File: src/rtl/mac_packet_arbiter.sv
// mac_packet_arbiter
//   Shares one accumulating MAC between C_NUM_REQ requester streams. Packets
//   (TLAST-delimited) are granted round-robin and forwarded whole; an in-order
//   tag FIFO remembers who owns each packet so the MAC result can be routed back.
// Ports:
//   ACLK, ARESETN            clock, async active-low reset
//   S_AXIS_*                 per-requester {input,weight} beats, bias, last, valid/ready
//   MD_AXIS_*                granted beat stream to the MAC, TID = granted index
//   SR_AXIS_*                result stream from the MAC
//   M_AXIS_*                 result broadcast, one-hot valid to the owning requester
//   ERR_ORPHAN               sticky flag: MAC offered a result with no packet outstanding
module mac_packet_arbiter #(
  parameter int C_DATA_WIDTH = 8,
  parameter int C_NUM_REQ    = 4,
  parameter int C_TAG_DEPTH  = 2
) (
  input  logic                                ACLK,
  input  logic                                ARESETN,
  input  logic [C_NUM_REQ*2*C_DATA_WIDTH-1:0] S_AXIS_TDATA,
  input  logic [C_NUM_REQ*32-1:0]             S_AXIS_TUSER,
  input  logic [C_NUM_REQ-1:0]                S_AXIS_TLAST,
  input  logic [C_NUM_REQ-1:0]                S_AXIS_TVALID,
  output logic [C_NUM_REQ-1:0]                S_AXIS_TREADY,
  output logic [2*C_DATA_WIDTH-1:0]           MD_AXIS_TDATA,
  output logic [31:0]                         MD_AXIS_TUSER,
  output logic                                MD_AXIS_TLAST,
  output logic                                MD_AXIS_TVALID,
  output logic [7:0]                          MD_AXIS_TID,
  input  logic                                MD_AXIS_TREADY,
  input  logic [31:0]                         SR_AXIS_TDATA,
  input  logic                                SR_AXIS_TVALID,
  output logic                                SR_AXIS_TREADY,
  output logic [31:0]                         M_AXIS_TDATA,
  output logic [C_NUM_REQ-1:0]                M_AXIS_TVALID,
  input  logic [C_NUM_REQ-1:0]                M_AXIS_TREADY,
  output logic                                ERR_ORPHAN
);

  localparam int          BW = 2*C_DATA_WIDTH;
  localparam int          IW = $clog2(C_NUM_REQ);
  localparam int          PW = (C_TAG_DEPTH > 1) ? $clog2(C_TAG_DEPTH) : 1;
  localparam int          CW = $clog2(C_TAG_DEPTH + 1);
  localparam int unsigned NR = C_NUM_REQ;

  typedef enum logic {IDLE, BUSY} state_t;

  state_t        state, state_nxt;
  logic [IW-1:0] grant, grant_nxt;
  logic [IW-1:0] rr_last, rr_last_nxt;
  logic [IW-1:0] pick;
  logic          pick_ok;
  logic [IW-1:0] tag_mem [C_TAG_DEPTH];
  logic [PW-1:0] wr_ptr, rd_ptr;
  logic [CW-1:0] count;
  logic [IW-1:0] head;
  logic          empty, full, push, pop;

  function automatic logic [PW-1:0] ptr_inc(input logic [PW-1:0] p);
    return (p == PW'(C_TAG_DEPTH - 1)) ? '0 : p + 1'b1;
  endfunction

  // Round-robin scan starting just after the last requester served.
  always_comb begin
    int unsigned   idx;
    logic [IW-1:0] cand;
    pick    = rr_last;
    pick_ok = 1'b0;
    idx     = 0;
    cand    = '0;
    for (int unsigned i = 1; i <= NR; i++) begin
      idx  = (32'(rr_last) + i) % NR;
      cand = IW'(idx);
      if (!pick_ok && S_AXIS_TVALID[cand]) begin
        pick    = cand;
        pick_ok = 1'b1;
      end
    end
  end

  // Forward path: lane grant is muxed unconditionally; only VALID/READY are gated.
  assign MD_AXIS_TDATA = S_AXIS_TDATA[grant*BW +: BW];
  assign MD_AXIS_TUSER = S_AXIS_TUSER[grant*32 +: 32];
  assign MD_AXIS_TLAST = S_AXIS_TLAST[grant];
  assign MD_AXIS_TID   = 8'(grant);

  always_comb begin
    state_nxt      = state;
    grant_nxt      = grant;
    rr_last_nxt    = rr_last;
    push           = 1'b0;
    S_AXIS_TREADY  = '0;
    MD_AXIS_TVALID = 1'b0;
    case (state)
      IDLE: begin
        if (pick_ok && !full) begin
          grant_nxt = pick;
          state_nxt = BUSY;
        end
      end
      BUSY: begin
        MD_AXIS_TVALID       = S_AXIS_TVALID[grant];
        S_AXIS_TREADY[grant] = MD_AXIS_TREADY;
        if (MD_AXIS_TVALID && MD_AXIS_TREADY && MD_AXIS_TLAST) begin
          push        = 1'b1;
          rr_last_nxt = grant;
          state_nxt   = IDLE;
        end
      end
      default: state_nxt = IDLE;
    endcase
  end

  // Result path: purely combinational routing to the owner at the FIFO head.
  assign empty          = (count == '0);
  assign full           = (count == CW'(C_TAG_DEPTH));
  assign head           = tag_mem[rd_ptr];
  assign SR_AXIS_TREADY = !empty && M_AXIS_TREADY[head];
  assign pop            = SR_AXIS_TVALID && SR_AXIS_TREADY;
  assign M_AXIS_TDATA   = SR_AXIS_TDATA;

  always_comb begin
    M_AXIS_TVALID       = '0;
    M_AXIS_TVALID[head] = SR_AXIS_TVALID && !empty;
  end

  always_ff @(posedge ACLK or negedge ARESETN) begin
    if (!ARESETN) begin
      state      <= IDLE;
      grant      <= '0;
      rr_last    <= IW'(C_NUM_REQ - 1);
      wr_ptr     <= '0;
      rd_ptr     <= '0;
      count      <= '0;
      ERR_ORPHAN <= 1'b0;
      for (int unsigned k = 0; k < C_TAG_DEPTH; k++) tag_mem[k] <= '0;
    end else begin
      state   <= state_nxt;
      grant   <= grant_nxt;
      rr_last <= rr_last_nxt;
      if (push) begin
        tag_mem[wr_ptr] <= grant;
        wr_ptr          <= ptr_inc(wr_ptr);
      end
      if (pop) rd_ptr <= ptr_inc(rd_ptr);
      // Push while full only happens alongside a pop, so count never overflows.
      if (push && !pop)      count <= count + 1'b1;
      else if (pop && !push) count <= count - 1'b1;
      if (SR_AXIS_TVALID && empty) ERR_ORPHAN <= 1'b1;
    end
  end

endmodule

File: config.mk
export PLATFORM = sky130hd
export DESIGN_NAME = mac_packet_arbiter
export DESIGN_NICKNAME = d
export VERILOG_FILES = /design/src/rtl/mac_packet_arbiter.sv
export SDC_FILE = /design/constraint.sdc
export NUM_CORES = 1
export LEC_CHECK = 0
export CAP_MARGIN = 20
export CORE_AREA = 3 3 131 133
export CTS_CLUSTER_DIAMETER = 50
export CTS_CLUSTER_SIZE = 12
export DETAILED_ROUTE_END_ITERATION = 10
export DIE_AREA = 0 0 134 136
export SYNTH_ARGS = -nofsm -noshare
export SYNTH_HDL_FRONTEND = slang
export SYNTH_SLANG_ARGS = --single-unit
File: constraint.sdc
create_clock -name ACLK -period 2.3 [get_ports ACLK]
set_input_delay 0.345 -clock ACLK [delete_from_list [all_inputs] [get_ports ACLK]]
set_output_delay 0.345 -clock ACLK [all_outputs]
set_load 0.05 [all_outputs]
==> run summary <==
outcome -> completed
worst r2r src -> rd_ptr
chip width -> 134 um
worst r2r dst -> count[1]
Clk Tree Root Cell -> clkbuf_16
first-pass GRT wire length -> 16630 um
Syn Std Cell Area -> 0.002260 mm^2
Synth top area share -> 49.83%
HP Start -> ERR_ORPHAN
insertion delay of the later-clocked pin in the worst-skew pair -> 0.24 ns
Syn-to-layout area delta -> 124.6%
Leak -> 1.930 nW
# resized after CTS -> 0
setup_tns -> 0 ns
first element of the critical path -> rd_ptr
global placement routability congestion -> 0.8298
Via Count -> 2549
r2r setup slk -> 0.28 ns
# nets final -> 658
Area contributors post-synth -> mux4_2 50%, dfrtp_1 13%, buf_4 13%
post-DR vias/cell -> 4.033
clk sink count -> 14
final setup fails -> 0
H-Tree Level Count -> 1
sequential fraction of the synthesis area -> 15.61%
I/O pin count -> 340
Tcrit/Tclk final -> 96.42%
grt total ovfl -> 0
Max Slew Vio Count -> 0
syn_area_per_cell -> 12.69 um^2
placed instance count -> 628
commonest non-fill, non-tap cell in the layout -> clkdlybuf4s50_1
effective utilization at floorplan -> 14.17%
row count -> 46
Hold WC Path Type -> flip-flop to flip-flop
Yosys top cell by area -> mux4_2
Hold Crit Depth -> 1
Worst EP arrival -> 1.87 ns
CP startpoint kind -> flip-flop
most frequent cells in the layout -> 208 x clkdlybuf4s50_1, 59 x buf_4, 50 x mux4_2
share of layout cells above drive strength 1 -> 33.17%
final WL -> 11290 um
Buffers on Ports -> 269
die area -> 0.01822 mm^2
CTS Hold Bufs -> 0
number of diodes -> 0
R2R depth -> 7
Fillers -> 1599
CP max FO -> 4
Crit Path Class -> flip-flop to output port
yosys warns -> 0
Distinct cells, synth -> 38
routed len/inst -> 17.87 um
Final Non-Filler Cells -> 632
crit path capture type -> output port
Multi-input gate area -> 0.001585 mm^2
unrepaired setup endpoints after global routing -> no
Achievable Freq -> 0.4509 GHz
DRT antenna net count -> 0
VDD IR max -> 995.7 uV
critical path required time -> 1.96 ns
Mapped Cells -> 178
Design Power -> 6.343 mW
clk buf depth -> 2
DRC -> 0
Final Hold Viols -> 0
skew final -> 0.004218 ns
Max-cap violations -> 0
DP HPWL -> 10000 um
core footprint -> 0.01594 mm^2
die height -> 136 um
vias in the first global route -> 2848
fin crit period -> 2.218 ns
total track usage -> 11.47%
largest net degree at the start of global routing -> 35
CTS tree -> yes
Num CTS Buffers -> 3
drt first pass iters -> 4
initial antenna violation count -> 0
Synth Register Bits -> 14
Worst-Margin Slew -> 0.6283 ns
Slew headroom -> 57.98%
post-CTS setup buffers -> 0
Register Area -> 357.8 um^2
Pwr Density -> 1250 mW/mm^2
drt initial violations -> 70
Hold EP -> ERR_ORPHAN
Clock Pin Slew Worst Setup and Hold Paths -> 0.05 ns
[cell families after synthesis]
logic type / synth area share, %
compound gates: 3.654
fa+ha+maj: 0.5536
flops: 15.61
other cells: 0.1660
simple gates: 7.365
buf+inv: 15.73
mux: 55.37
xor+xnor: 1.551
[metrics by stage]
stage | hold WS, ns | utilization, % | worst slack [ns] | cell area [um^2]
5_1_grt | 0.4858 | 31.83 | 0.01704 | 5075
2_1_floorplan | 0.04941 | - | -0.1410 | 2295
3_3_place_gp | 0.4557 | 31.34 | 0.1367 | 4996
4_1_cts | 0.4575 | 31.83 | 0.06668 | 5075
3_5_place_dp | 0.4475 | 31.34 | 0.08197 | 4996
6_report | 0.4533 | 31.83 | 0.08237 | 5075
[where the power goes]
part | switching (mW) | internal [mW] | total (mW)
clock | 0.0986 | 0.234 | 0.333
sequential | 0.157 | 0.382 | 0.539
combinational | 3.20 | 2.27 | 5.47
total | 3.46 | 2.89 | 6.34
[sequential cells by signal, indices dropped and copies added, names as in the netlist]
signal / flops
rd_ptr: 1
state: 1
grant: 2
tag_mem: 4
wr_ptr: 1
rr_last: 2
ERR_ORPHAN: 1
count: 2
[synthesized netlist by cell type]
cell type  number
nor2_1          8
buf_1           2
mux2_2          2
a21oi_1         3
buf_2           6
a21o_1          1
xor2_1          2
nor3_1          2
nand3_1         2
inv_4           1
or3b_1          1
dfstp_2         2
dfrtp_1        12
mux4_2         50
clkbuf_1        4
inv_1           3
o21ai_1         1
nand2b_2        1
a211o_1         1
mux2_1          2
buf_4          38
a211oi_1        2
ha_1            1
nand4_4         1
o21ai_0         1
mux2_4          2
o2bb2ai_1       1
conb_1          1
nor3b_1         1
nand3b_1        1
xnor2_1         2
o22a_1          1
o41ai_1         1
mux2i_1         5
nand2b_1        2
nor2b_1         1
and2_1          1
nand2_1        10
[worst max-delay path, stage by stage (launching register included)]
cell and delay (ns):
dfrtp_1 0.44, mux2_2 0.41, mux2i_1 0.15, nor2b_1 0.15, a211oi_2 0.30, buf_12 0.18
[worst max-delay path by stage]
| stage | end | slack, ns | cells after the start |
|---|---|---|---|
| after floorplan | S_AXIS_TREADY[3] | -0.14 | 4 |
| after global placement | count[1] | 0.14 | 7 |
| after detailed placement | count[1] | 0.08 | 7 |
| after CTS | MD_AXIS_TUSER[23] | 0.07 | 3 |
| after global routing | SR_AXIS_TREADY | 0.02 | 5 |
| final | SR_AXIS_TREADY | 0.08 | 5 |
[layout make-up]
cell class	count	area share [%]
sequential	14	7.051
tap	216	5.325
multi-input combinational	115	31.24
clock buffer	4	1.553
timing repair buffer	279	54.49
inverter	4	0.3452
[layer usage]
| layer | vias up | routed length, um | global-route usage, % |
|---|---|---|---|
| li1 | 1140 | - | - |
| met1 | 1236 | 4230 | 13.21 |
| met2 | 158 | 5847 | 21.14 |
| met3 | 15 | 1123 | 3.812 |
| met4 | 0 | 90 | 1.600 |
| met5 | - | 0 | 0 |
Note: power is estimated with default switching activity, not from simulation.
